### src/rtl/pipelined_power_shifter.sv
// Pipelined power-of-two scaler for the neuron datapath.
// Multiplies or divides a fixed-point value by 2^power.
module pipelined_power_shifter #(
   parameter int WIDTH  = 32,
   parameter int PWIDTH = 8,
   parameter int ROUND  = 0
) (
   input  logic              clk,
   input  logic              rst,
   input  logic              in_valid,
   output logic              in_ready,
   input  logic [WIDTH-1:0]  base,
   input  logic [PWIDTH-1:0] power,
   input  logic [1:0]        mode,
   output logic              out_valid,
   input  logic              out_ready,
   output logic [WIDTH-1:0]  result,
   output logic              ovf
);

   localparam int AW = (WIDTH > 1) ? $clog2(WIDTH) : 1;
   localparam logic [31:0] WU = WIDTH;

   typedef struct packed {
      logic [WIDTH-1:0]  base;
      logic [PWIDTH-1:0] power;
      logic [1:0]        mode;
   } acc_t;

   typedef struct packed {
      logic [WIDTH-1:0]  base;
      logic [1:0]        mode;
      logic              dir;
      logic [PWIDTH-1:0] mag;
      logic              big;
   } dec_t;

   typedef struct packed {
      logic [WIDTH-1:0] sh;
      logic [1:0]       mode;
      logic             neg;
      logic             ovf;
      logic             rnd;
   } shf_t;

   logic adv;

   logic a_v;
   logic d_v;
   logic s_v;

   acc_t a_q;
   dec_t d_q;
   dec_t d_n;
   shf_t s_q;
   shf_t s_n;

   logic [2*WIDTH-1:0] wide;
   logic [WIDTH-1:0]   ext;
   logic [WIDTH-1:0]   rsh;
   logic [AW-1:0]      ridx;
   logic               sgn;

   logic [WIDTH-1:0]   res_n;

   // One stall signal freezes every rank at once.
   assign adv      = out_ready | ~out_valid;
   assign in_ready = adv;

   // Operand capture: the input ports feed flops only.
   always_ff @(posedge clk or posedge rst) begin
      if (rst) begin
         a_v <= 1'b0;
         a_q <= '0;
      end else if (adv) begin
         a_v        <= in_valid;
         a_q.base   <= base;
         a_q.power  <= power;
         a_q.mode   <= mode;
      end
   end

   // Decode: direction, shift magnitude and out-of-range flag.
   always_comb begin
      d_n      = '0;
      d_n.base = a_q.base;
      d_n.mode = a_q.mode;
      d_n.dir  = a_q.power[PWIDTH-1];
      d_n.mag  = d_n.dir ? -a_q.power : a_q.power;
      d_n.big  = (32'(d_n.mag) >= WU);
   end

   // Decode rank register.
   always_ff @(posedge clk or posedge rst) begin
      if (rst) begin
         d_v <= 1'b0;
         d_q <= '0;
      end else if (adv) begin
         d_v <= a_v;
         d_q <= d_n;
      end
   end

   // Shift: both directions, overflow detect and rounding bit.
   always_comb begin
      s_n      = '0;
      sgn      = d_q.mode[0] & d_q.base[WIDTH-1];
      ext      = {WIDTH{sgn}};
      wide     = {ext, d_q.base} << d_q.mag;
      rsh      = d_q.base >> d_q.mag;
      if (d_q.mode[0]) begin
         rsh = $signed(d_q.base) >>> d_q.mag;
      end
      ridx     = AW'(d_q.mag) - AW'(1);
      s_n.mode = d_q.mode;
      s_n.neg  = d_q.base[WIDTH-1];
      if (d_q.dir) begin
         s_n.sh  = d_q.big ? ext : rsh;
         s_n.rnd = (ROUND != 0) && !d_q.big &&
                   (d_q.mag != '0) && d_q.base[ridx];
      end else begin
         s_n.sh = d_q.big ? '0 : wide[WIDTH-1:0];
         if (d_q.big) begin
            s_n.ovf = |d_q.base;
         end else if (d_q.mode[0]) begin
            s_n.ovf = wide[2*WIDTH-1:WIDTH-1] !=
                      {(WIDTH+1){sgn}};
         end else begin
            s_n.ovf = |wide[2*WIDTH-1:WIDTH];
         end
      end
   end

   // Shift rank register.
   always_ff @(posedge clk or posedge rst) begin
      if (rst) begin
         s_v <= 1'b0;
         s_q <= '0;
      end else if (adv) begin
         s_v <= d_v;
         s_q <= s_n;
      end
   end

   // Round-up add, then clamp when overflow saturation is on.
   always_comb begin
      res_n = s_q.sh + WIDTH'(s_q.rnd);
      if (s_q.ovf && s_q.mode[1]) begin
         if (!s_q.mode[0]) begin
            res_n = '1;
         end else if (s_q.neg) begin
            res_n = {1'b1, {(WIDTH-1){1'b0}}};
         end else begin
            res_n = {1'b0, {(WIDTH-1){1'b1}}};
         end
      end
   end

   // Output rank register; holds while downstream stalls.
   always_ff @(posedge clk or posedge rst) begin
      if (rst) begin
         out_valid <= 1'b0;
         result    <= '0;
         ovf       <= 1'b0;
      end else if (adv) begin
         out_valid <= s_v;
         result    <= res_n;
         ovf       <= s_q.ovf;
      end
   end

endmodule

### config.mk
export PLATFORM = sky130hd
export DESIGN_NAME = pipelined_power_shifter
export DESIGN_NICKNAME = d
export VERILOG_FILES = /design/src/rtl/pipelined_power_shifter.sv
export SDC_FILE = /design/constraint.sdc
export NUM_CORES = 1
export LEC_CHECK = 0
export ABC_AREA = 0
export CAP_MARGIN = 15
export CELL_PAD_IN_SITES_DETAIL_PLACEMENT = 0
export CELL_PAD_IN_SITES_GLOBAL_PLACEMENT = 1
export CORE_ASPECT_RATIO = 1.4
export CORE_MARGIN = 1.5
export CORE_UTILIZATION = 49
export CTS_BUF_LIST = sky130_fd_sc_hd__clkbuf_16
export DETAILED_ROUTE_END_ITERATION = 10
export PLACE_DENSITY_LB_ADDON = 0.3
export RECOVER_POWER = 25
export REMOVE_ABC_BUFFERS = 1
export SYNTH_ARGS = -nofsm -noshare
export SYNTH_HDL_FRONTEND = slang
export SYNTH_SLANG_ARGS = --single-unit
### constraint.sdc
create_clock -name clk -period 16.08 [get_ports clk]
set_clock_uncertainty 0.1 [all_clocks]
set_input_delay 4.824 -clock clk [delete_from_list [all_inputs] [get_ports clk]]
set_output_delay 4.824 -clock clk [all_outputs]
set_load 0.005 [all_outputs]
# Word level (Yosys, flattened, before mapping)
# Cells that the tools add are included.
# Widths: inputs -> output; s select.
# word_totals
ff_bits	159
inputBits	46
out_inout_bits	35
wordCells	41
# classes
n_addsub	1
magnitude_cmp	1
eq_ne	1
n_shift	3
muxes	11
n_bitwise	3
reduce_logical	3
# op_table
operator	count
$mux 32	7
$reduce_or 32->1	2
$shl 64x8->64	1
$ne 33x33->1	1
$shr 32x8->32	1
$sshr 32x8->32	1
$ge 8x6->1 const B	1
$mux 8	1
$neg 8->8	1
$mux 1	3
$and 1x1->1	1
$logic_and 1x1->1	1
$not 1->1	1
$or 1x1->1	1

# Logic depth before layout (Yosys ltp)
# depth
word_depth	6
mapped_depth	17
depth_no_buf	11

# Worst setup path before layout
# Ideal clock, no wire load.
# synth_timing
kind	input to output
start	input out_ready
end	output in_ready
arrival_time_ns	5.626
setup_slack_ns	5.530
cell_stages	5
cell_sequence	nor2b_1 clkbuf_1 inv_1 clkbuf_1 clkbuf_1
# synth_via
elab_chain_len	1
# synth_rtl
item	line	text
start: declaration	16	input logic out_ready,
$or 1x1->1	67	assign adv = out_ready | ~out_valid;
end: declaration	11	output logic in_ready,
# No other way between the ends.

# Worst setup path in the final report
# Same ends and word-level chain as after synthesis.

==> reports/qor.log <==
qor: outcome.outcome complete, but fails checks
qor: outcome.failing_checks max-capacitance violations, max-slew violations
qor: cts.clock_tree_from_tritoncts built
qor: cells_and_area.final_cell_area 14300 um2
qor: worst_setup_path.worstPathCellList clkdlybuf4s50_1 > nor2b_4 > buf_4 > inv_4 > clkdlybuf4s50_1
qor: cells_and_area.fin_nets 1680
qor: placement.port_buffers 80
qor: global_route.grt_max_degree 96
qor: route.ant_nets 0
qor: timing.count_of_endpoints_failing_setup_in_the_final_report 0
qor: cells_and_area.multiInputGateArea 8260 um2
qor: cts.worstSkewPairLatency 0.46 ns
qor: placement.finalWeightedCongestion 1.02
qor: worst_setup_path.cp-end-kind output pin
qor: placement.dp_hpwl 35700 um
qor: hold_path.timing.hold.worst.start s_v
qor: cts.tritoncts.num_buffers 17
qor: cts.post-cts-setup-buffer-count 0
qor: cells_and_area.final.fill_count 2519
qor: route.drt-vias-per-instance 6.82
qor: cts.cts.reportedPaths.clkPinSlew 0.07 ns
qor: worst_setup_path.worst_setup_path_class primary input to output pin
qor: cts.holdBufCountCts 0
qor: global_route.grt_antenna_before_repair 0
qor: worst_setup_path.start_kind primary input
qor: worst_setup_path.reg2reg_depth 12
qor: synthesis.synth.ff_latch_count 159
qor: cells_and_area.final_common_cell sky130_fd_sc_hd__nand2_1
qor: cells_and_area.post_route_cells_drive_above_1_share 10.3%
qor: hold_path.whs_path_depth 2
qor: floorplan.boundaryPins 81
qor: cells_and_area.regArea 3990 um2
qor: hold_path.timing.hold.worst_endpoint s_v
qor: route.detail_route.first_pass.iterations 6
qor: worst_setup_path.critPathSlowestCell sky130_fd_sc_hd__clkdlybuf4s50_1
qor: hold_path.hold_class register to register
qor: synthesis.synth-seq-area-share 30.5%
qor: route.detail_route.drc_violations 0
qor: worst_setup_path.arrival 6.63 ns
qor: timing.whs 0.364 ns
qor: cts.clock_tree.htree_level_count 4
qor: route.drt_iter0_markers 2056
qor: synthesis.netlist_area 13100 um2
qor: worst_setup_path.timing.critical_path.slowest_cell_delay 0.51 ns
qor: global_route.via_count_of_the_first_global_routing_pass 12659
qor: timing.tightest_slew 4.11 ns
qor: worst_setup_path.crit_required 11.16 ns
qor: timing.max_clock_freq 86.6 MHz
qor: timing.timing.final.ws_setup 4.53 ns
qor: floorplan.floorplan.rows 70
qor: timing.final-hold-violation-count 0
qor: global_route.grt_first_pass_wirelength 77900 um
qor: timing.drv_slew 96
qor: placement.post_dp_cell_area 13700 um2
qor: synthesis.syn_area_per_cell 7.76 um2
qor: worst_setup_path.crit-reg2reg-launch d_q[1]
qor: timing.layout_min_cycle_time 11.55 ns
qor: synthesis.netlist_instances 1683
qor: global_route.globalRouteOverflowTotal 0
qor: synthesis.ys_types 84
qor: global_route.global_route.usage.total 37.4%
qor: cells_and_area.finish.utilization 54.7%
qor: worst_setup_path.critical_path.top_delay_family buffers and inverters
qor: cells_and_area.antenna_cells_inserted 0
qor: synthesis.synth-edff-count 0
qor: worst_setup_path.r2r-end s_q[1]
qor: floorplan.floorplan.die.width 141 um
qor: worst_setup_path.critical_path.n_buffers_inverters 4
qor: worst_setup_path.cp_common_cell sky130_fd_sc_hd__clkdlybuf4s50_1
qor: synthesis.synth.yosys.warnings 0
qor: timing.max_slew_headroom -176%
qor: synthesis.postSynth.topFlopCell sky130_fd_sc_hd__dfrtp_1
qor: cts.cts_num_sinks 159
qor: cells_and_area.final_cell_mix 385 x sky130_fd_sc_hd__nand2_1, 193 x sky130_fd_sc_hd__nor2_1, 155 x sky130_fd_sc_hd__dfrtp_1
qor: route.finalWirelength 50500 um
qor: cells_and_area.layout_stage_area_growth_over_the_synthesis_result 9.74%
qor: route.routed_vias 13443
qor: route.wl_per_cell 25.6 um
qor: timing.final.period_utilization 71.8%
qor: floorplan.core 26200 um2
qor: timing.rsz0062_at_grt false
qor: floorplan.initial_utilization 49.9%
qor: cts.ctsLongestPathBuffers 2
qor: floorplan.die_area 27700 um2
qor: synthesis.asr_flop_ratio_synth 100%
qor: cts.cts_root_buf sky130_fd_sc_hd__clkbuf_16
qor: job.maxCapViolations 1
qor: cts.post_cts.resized_instances 0
qor: placement.post-place-ws 4.53 ns
qor: floorplan.dieHeight 196 um
qor: worst_setup_path.crit_fanout 53
qor: worst_setup_path.reg_to_reg_setup_timing_slack 10.61 ns
cell usage after synthesis, types with 7 or more instances:
library cell	n	area, um2
sky130_fd_sc_hd__nand2_1	385	1450
sky130_fd_sc_hd__nor2_1	194	728
sky130_fd_sc_hd__dfrtp_1	159	3980
sky130_fd_sc_hd__clkbuf_1	123	462
sky130_fd_sc_hd__a21oi_1	107	536
sky130_fd_sc_hd__o21ai_0	102	510
sky130_fd_sc_hd__mux2i_1	59	591
sky130_fd_sc_hd__mux4_2	51	1150
sky130_fd_sc_hd__nand3_1	36	180
sky130_fd_sc_hd__a221oi_1	32	280
sky130_fd_sc_hd__nor3_1	32	160
sky130_fd_sc_hd__mux2_2	31	349
sky130_fd_sc_hd__buf_2	22	110
sky130_fd_sc_hd__a31oi_1	17	106
sky130_fd_sc_hd__buf_1	17	63.8
sky130_fd_sc_hd__nor4_1	17	106
sky130_fd_sc_hd__o221ai_1	17	149
sky130_fd_sc_hd__inv_1	15	56.3
sky130_fd_sc_hd__nand2b_1	15	93.8
sky130_fd_sc_hd__o22ai_1	15	93.8
sky130_fd_sc_hd__a211oi_1	14	105
sky130_fd_sc_hd__a22oi_1	12	90.1
sky130_fd_sc_hd__a22o_1	11	96.3
sky130_fd_sc_hd__and2_1	11	68.8
sky130_fd_sc_hd__nor2b_1	11	68.8
sky130_fd_sc_hd__o21a_1	11	82.6
sky130_fd_sc_hd__nand4_1	10	62.6
sky130_fd_sc_hd__o31ai_1	9	67.6
sky130_fd_sc_hd__buf_4	8	60.1
sky130_fd_sc_hd__or2_2	8	50.1
sky130_fd_sc_hd__or3_1	7	43.8
how the worst max path moves through the flow:
stage | startpoint | to | slack (ns) | cells after the start
3_5_place_dp | out_ready | in_ready | 4.53 | 5
3_3_place_gp | out_ready | in_ready | 4.51 | 5
2_1_floorplan | out_ready | in_ready | -1.85 | 2
6_report | out_ready | in_ready | 4.53 | 5
4_1_cts | out_ready | in_ready | 4.53 | 5
5_1_grt | out_ready | in_ready | 4.41 | 5
through the flow:
stage | setup TNS, ns | std cells
2_1_floorplan | -1.85 | 1505
3_3_place_gp | 0 | 1936
3_5_place_dp | 0 | 1937
4_1_cts | 0 | 1969
5_1_grt | 0 | 1970
6_report | 0 | 1970
sequential cells by signal (all words and copies together), names as in the netlist:
name and count:
result 32, d_v 1, d_q 44, a_v 1, ovf 1, a_q 42, s_q 36, s_v 1
out_valid 1
layer usage:
layer  up-vias  part of all wire (%)  track usage, %
li1       5965                     -               -
met1      6419                    38            46.1
met2       831                    46            59.4
met3       228                   8.1            7.15
met4         0                   7.8            25.0
met5         -                     0               0
worst register-to-register path, delay by kind of cell (launching register included):
family          cells  cell delay (ns)
compound gates      4             0.90
buf+inv             2             1.21
flops               1             0.76
mux                 1             0.66
simple gates        5             1.72
layout make-up:
| cell class | count | area share, % |
|---|---|---|
| inverters | 17 | 0.471 |
| flip-flops and latches | 159 | 27.8 |
| clock buffers | 17 | 2.97 |
| repair buffers | 109 | 7.30 |
| well taps | 324 | 2.83 |
| clock inverters | 15 | 1.03 |
| multi-input cells | 1329 | 57.6 |
cell families after synthesis:
family | Yosys count | synth area share (%)
fa+ha+maj | 1 | 0.0958
buf+inv | 195 | 6.45
simple gates | 748 | 24.4
flops | 159 | 30.5
xor+xnor | 6 | 0.402
compound gates | 432 | 22.0
mux | 142 | 16.2
Power is not shown: default switching activity piles up to over one toggle a cycle in this logic, so the estimate is an artifact.
